$ cat config.mk
export PLATFORM = sky130hd
export DESIGN_NAME = serial_adder
export DESIGN_NICKNAME = d
export VERILOG_FILES = /design/src/rtl/serial_pkg.sv /design/src/rtl/fulladd.sv /design/src/rtl/serial_adder.sv
export SDC_FILE = /design/constraint.sdc
export NUM_CORES = 1
export LEC_CHECK = 0
export BUFFER_PORTS_ARGS = -buffer_cell sky130_fd_sc_hd__buf_4
export CORE_UTILIZATION = 55
export CTS_CLUSTER_DIAMETER = 120
export DETAILED_ROUTE_END_ITERATION = 6
export PLACE_DENSITY = 0.79
export SKIP_CTS_REPAIR_TIMING = 1
export SYNTH_ARGS = -nofsm -noshare
export SYNTH_HDL_FRONTEND = slang
export SYNTH_HIERARCHICAL = 1
export SYNTH_SLANG_ARGS = --single-unit
$ cat constraint.sdc
create_clock -name clk -period 1.5 [get_ports clk]
set_input_delay 0.075 -clock clk [delete_from_list [all_inputs] [get_ports clk]]
set_output_delay 0.075 -clock clk [all_outputs]
set_load 0.05 [all_outputs]
$ cat src/rtl/serial_pkg.sv
// rtl/serial_pkg.sv - shared constants and state encoding for the bit-serial adder
package serial_pkg;

  localparam int DEFAULT_WIDTH = 8;

  typedef enum logic [1:0] {
    ST_IDLE  = 2'd0,
    ST_SHIFT = 2'd1,
    ST_DONE  = 2'd2
  } state_t;

endpackage

$ cat src/rtl/fulladd.sv
// rtl/fulladd.sv - single-bit combinational full adder cell
module fulladd (
  input  logic a,
  input  logic b,
  input  logic cin,
  output logic s,
  output logic cout
);

  assign s    = a ^ b ^ cin;
  assign cout = (a & b) | (cin & (a ^ b));

endmodule

$ cat src/rtl/serial_adder.sv
// rtl/serial_adder.sv - LSB-first bit-serial adder driving one fulladd cell per clock
module serial_adder
  import serial_pkg::*;
#(
  parameter int WIDTH = DEFAULT_WIDTH
) (
  input  logic             clk,
  input  logic             reset,
  input  logic             start,
  input  logic [WIDTH-1:0] a,
  input  logic [WIDTH-1:0] b,
  input  logic             cin,
  output logic             busy,
  output logic             done,
  output logic [WIDTH-1:0] sum,
  output logic             cout
);

  localparam int CW = (WIDTH > 1) ? $clog2(WIDTH) : 1;
  localparam logic [CW-1:0] CNT_LAST = CW'(WIDTH - 1);

  state_t           state;
  logic [WIDTH-1:0] a_sh;
  logic [WIDTH-1:0] b_sh;
  logic             carry;
  logic [CW-1:0]    cnt;
  // Low WIDTH-1 result bits; the top bit comes straight from the adder on the commit edge.
  logic [WIDTH-2:0] acc;

  logic s_bit;
  logic c_bit;

  fulladd fa0 (
    .a    (a_sh[0]),
    .b    (b_sh[0]),
    .cin  (carry),
    .s    (s_bit),
    .cout (c_bit)
  );

  // Control FSM and datapath: capture on start, shift one bit per cycle, commit on the last bit.
  always_ff @(posedge clk) begin
    if (reset) begin
      state <= ST_IDLE;
      busy  <= 1'b0;
      done  <= 1'b0;
      sum   <= '0;
      cout  <= 1'b0;
      a_sh  <= '0;
      b_sh  <= '0;
      carry <= 1'b0;
      cnt   <= '0;
      acc   <= '0;
    end else begin
      done <= 1'b0;
      case (state)
        ST_IDLE, ST_DONE: begin
          if (start) begin
            a_sh  <= a;
            b_sh  <= b;
            carry <= cin;
            cnt   <= '0;
            acc   <= '0;
            state <= ST_SHIFT;
            busy  <= 1'b1;
          end else begin
            state <= ST_IDLE;
            busy  <= 1'b0;
          end
        end
        ST_SHIFT: begin
          acc   <= (WIDTH-1)'({s_bit, acc} >> 1);
          a_sh  <= a_sh >> 1;
          b_sh  <= b_sh >> 1;
          carry <= c_bit;
          cnt   <= cnt + CW'(1);
          if (cnt == CNT_LAST) begin
            sum   <= {s_bit, acc};
            cout  <= c_bit;
            state <= ST_DONE;
            busy  <= 1'b0;
            done  <= 1'b1;
          end
        end
        default: begin
          state <= ST_IDLE;
          busy  <= 1'b0;
        end
      endcase
    end
  end

endmodule
==> flow_summary_export.csv <==
group,metric,value,unit
logic_synthesis,synthTopCellsByArea,"dfxtp_1, nor3_2, o22ai_1",
power_and_ir_drop,peakVddDrop,483,uV
logic_synthesis,ys_ff_latch,40,
setup_path,start_kind,"flip-flop",
final_layout,n_fill_cell,259,
timing,hold_violations,0,
logic_synthesis,ys_types,25,
status,status,"completed",
floorplanning,die_w,58.9,um
final_layout,final_nets,234,
setup_path,required,1.79,ns
clock_tree,root_buffer,"clkbuf_4",
global_route,met2_usage,0.367,
global_route,grt_pass1_wl,5460,um
floorplanning,core-area,3050,um^2
logic_synthesis,yosysWarningCount,6,
detailed_routing,via_count,1381,
power_and_ir_drop,power.leakage,0.000768,uW
floorplanning,num_io_pins,31,
detailed_routing,drtIter0Drc,42,
timing,fin_crit,1.40,ns
detailed_routing,drt_pass1_iterations,4,
global_route,grt_usage,0.209,
timing,rsz0062_at_grt,"false",
global_route,busiest_layer,"met2",
clock_tree,clkTransAtPathRegs,0.12,ns
timing,fmax,712,MHz
floorplanning,die_h,58.9,um
clock_tree,htreeDepth,2,
final_layout,syn2layout_area_growth,16.7,%
power_and_ir_drop,cellPowerDensity,1060,nW/um^2
power_and_ir_drop,fin_total_pwr,2200,uW
global_route,met3_usage,0.0484,
logic_synthesis,synth_largest_area_cell,"dfxtp_1",
clock_tree,cts_sinks,40,
timing,setup_tns,0,ns
placement,dp_hpwl,2250,um
global_route,grt_pass1_vias,1317,
final_layout,final_core_util,0.682,
timing,tightest_slew,0.487,ns
placement,gp_congestion,0.722,
logic_synthesis,avgSynthCellArea,9.85,um^2
timing,period_share,0.936,
global_route,grt_overflow,0,
setup_path,crit_path_end_kind,"flip-flop",
hold_path,hold_class,"primary input to flip-flop",
final_layout,instances_no_fill,256,
floorplanning,start_util,0.584,
run,drv_cap,0,
global_route,antenna_found_initial,0,
clock_tree,clockBufferDepth,2,
logic_synthesis,synth-seq-area-share,0.449,
clock_tree,clk-insertion-delay-late,0.35,ns
timing,fin_skew,0.00864,ns
timing,final_max_slew_viol_count,0,
floorplanning,fp.dieArea,3470,um^2
setup_path,rrSetupSlack,0.1,ns
clock_tree,cts_tree,"built",
final_layout,drive_gt1_frac,0.401,
detailed_routing,drt_wl_total,3280,um
logic_synthesis,synthCells,181,
detailed_routing,via_per_inst,5.39,
global_route,gr-usage-met1,0.238,
logic_synthesis,syn_area,1780,um^2
timing,finalSetupViolations,0,
setup_path,cp_max_fo,11,
placement,dp_cells,246,
floorplanning,rows,20,
placement,place.port_buffers,30,
final_layout,diodes,0,
setup_path,worstSetupPathType,"flip-flop to flip-flop",
clock_tree,numCtsBuffers,5,
detailed_routing,remaining_drc_errors,0,
logic_synthesis,syn_nets,204,
logic_synthesis,yosysTopAreaCellShare,0.449,
detailed_routing,antenna_left,0,
global_route,grt_max_degree,41,
setup_path,cp.arrival,1.69,ns
detailed_routing,wl_per_cell,12.8,um
timing,relSlewSlack,0.675,
==> per-stage QoR <==
stage / instance area (um^2) / hold slack, ns / setup slack (ns)
6_report: 2080 / 0.0264 / 0.0964
3_5_place_dp: 1980 / 0.338 / 0.109
5_1_grt: 2080 / 0.0282 / 0.00612
4_1_cts: 2060 / -0.0476 / 0.0945
3_3_place_gp: 1980 / 0.323 / 0.212
2_1_floorplan: 1780 / 0.211 / 0.171
==> final timing paths <==
kind	depth (start not counted)	from	end
max	5	cnt[0]	cout
min	3	b[1]	b_sh[1]
max reg2reg	5	cnt[0]	cout
min reg2reg	2	sum[2]	sum[2]
==> flip-flops by register name, indices dropped and copies added, names as in the netlist <==
signal / cells
cnt: 3
b_sh: 8
acc: 7
carry: 1
a_sh: 8
state: 2
sum: 8
cout: 1
done: 1
busy: 1
==> worst max-delay path, stage by stage, from the launching register on <==
cell and delay [ns]:
dfxtp_1 0.35, ha_1 0.20, ha_1 0.19, nand3b_1 0.33, nand2_1 0.11, a21oi_1 0.16
==> report_power, final <==
part           switching (uW)  internal, uW
Combinational             185           150
Sequential               38.0          1120
Clock                     358           347
Total                     581          1610
==> layer usage <==
metal  vias up  wire (um)  part of all wire
met3         4        134             0.041
met4         0         42             0.013
met2        35       1650              0.50
met1       648       1450              0.44
met5         -          0                 0
li1        694          -                 -
==> kinds of logic (layout without fill, tap and decap cells) <==
group                      count (synthesis)  in the layout  share of synthesized area
AOI/OAI and AO/OA                         38             38                      0.138
adders and majority gates                  3              3                     0.0253
DFF                                       40             40                      0.449
buffers and inverters                     18             49                     0.0842
and+or+nand+nor                           82             82                      0.303
==> cells in the mapped netlist <==
master,number
a21oi_1,15
a21oi_2,7
a311oi_2,1
and2b_1,1
buf_1,3
buf_12,1
buf_2,2
buf_4,2
buf_6,6
buf_8,1
clkbuf_1,3
dfxtp_1,40
fa_1,1
ha_1,2
nand2_1,22
nand2b_1,3
nand3_1,13
nand3_2,8
nand3b_1,2
nor2_1,4
nor2b_1,1
nor3_1,6
nor3_2,22
o21a_1,1
o22ai_1,14
==> cell type report <==
class,count,area (um^2),area share
Sequential cell,40,801,0.385
Multi-Input combinational cell,123,832,0.400
Tap cell,44,55.1,0.0265
Timing Repair Buffer,41,313,0.150
Clock buffer,5,37.5,0.0180
Clock inverter,3,42.5,0.0204
==> cell usage in the layout, fill, tap and decap left out, drive strengths merged <==
cell / netlist / routed
a21oi: 22 / 22
a311oi: 1 / 1
and2b: 1 / 1
buf: 15 / 39
bufinv: 0 / 1
clkbuf: 3 / 5
clkinv: 0 / 1
clkinvlp: 0 / 1
dfxtp: 40 / 40
dlygate4sd3: 0 / 2
fa: 1 / 1
ha: 2 / 2
nand2: 22 / 22
nand2b: 3 / 3
nand3: 21 / 21
nand3b: 2 / 2
nor2: 4 / 4
nor2b: 1 / 1
nor3: 28 / 28
o21a: 1 / 1
o22ai: 14 / 14
(Power assumes the default switching activity.)
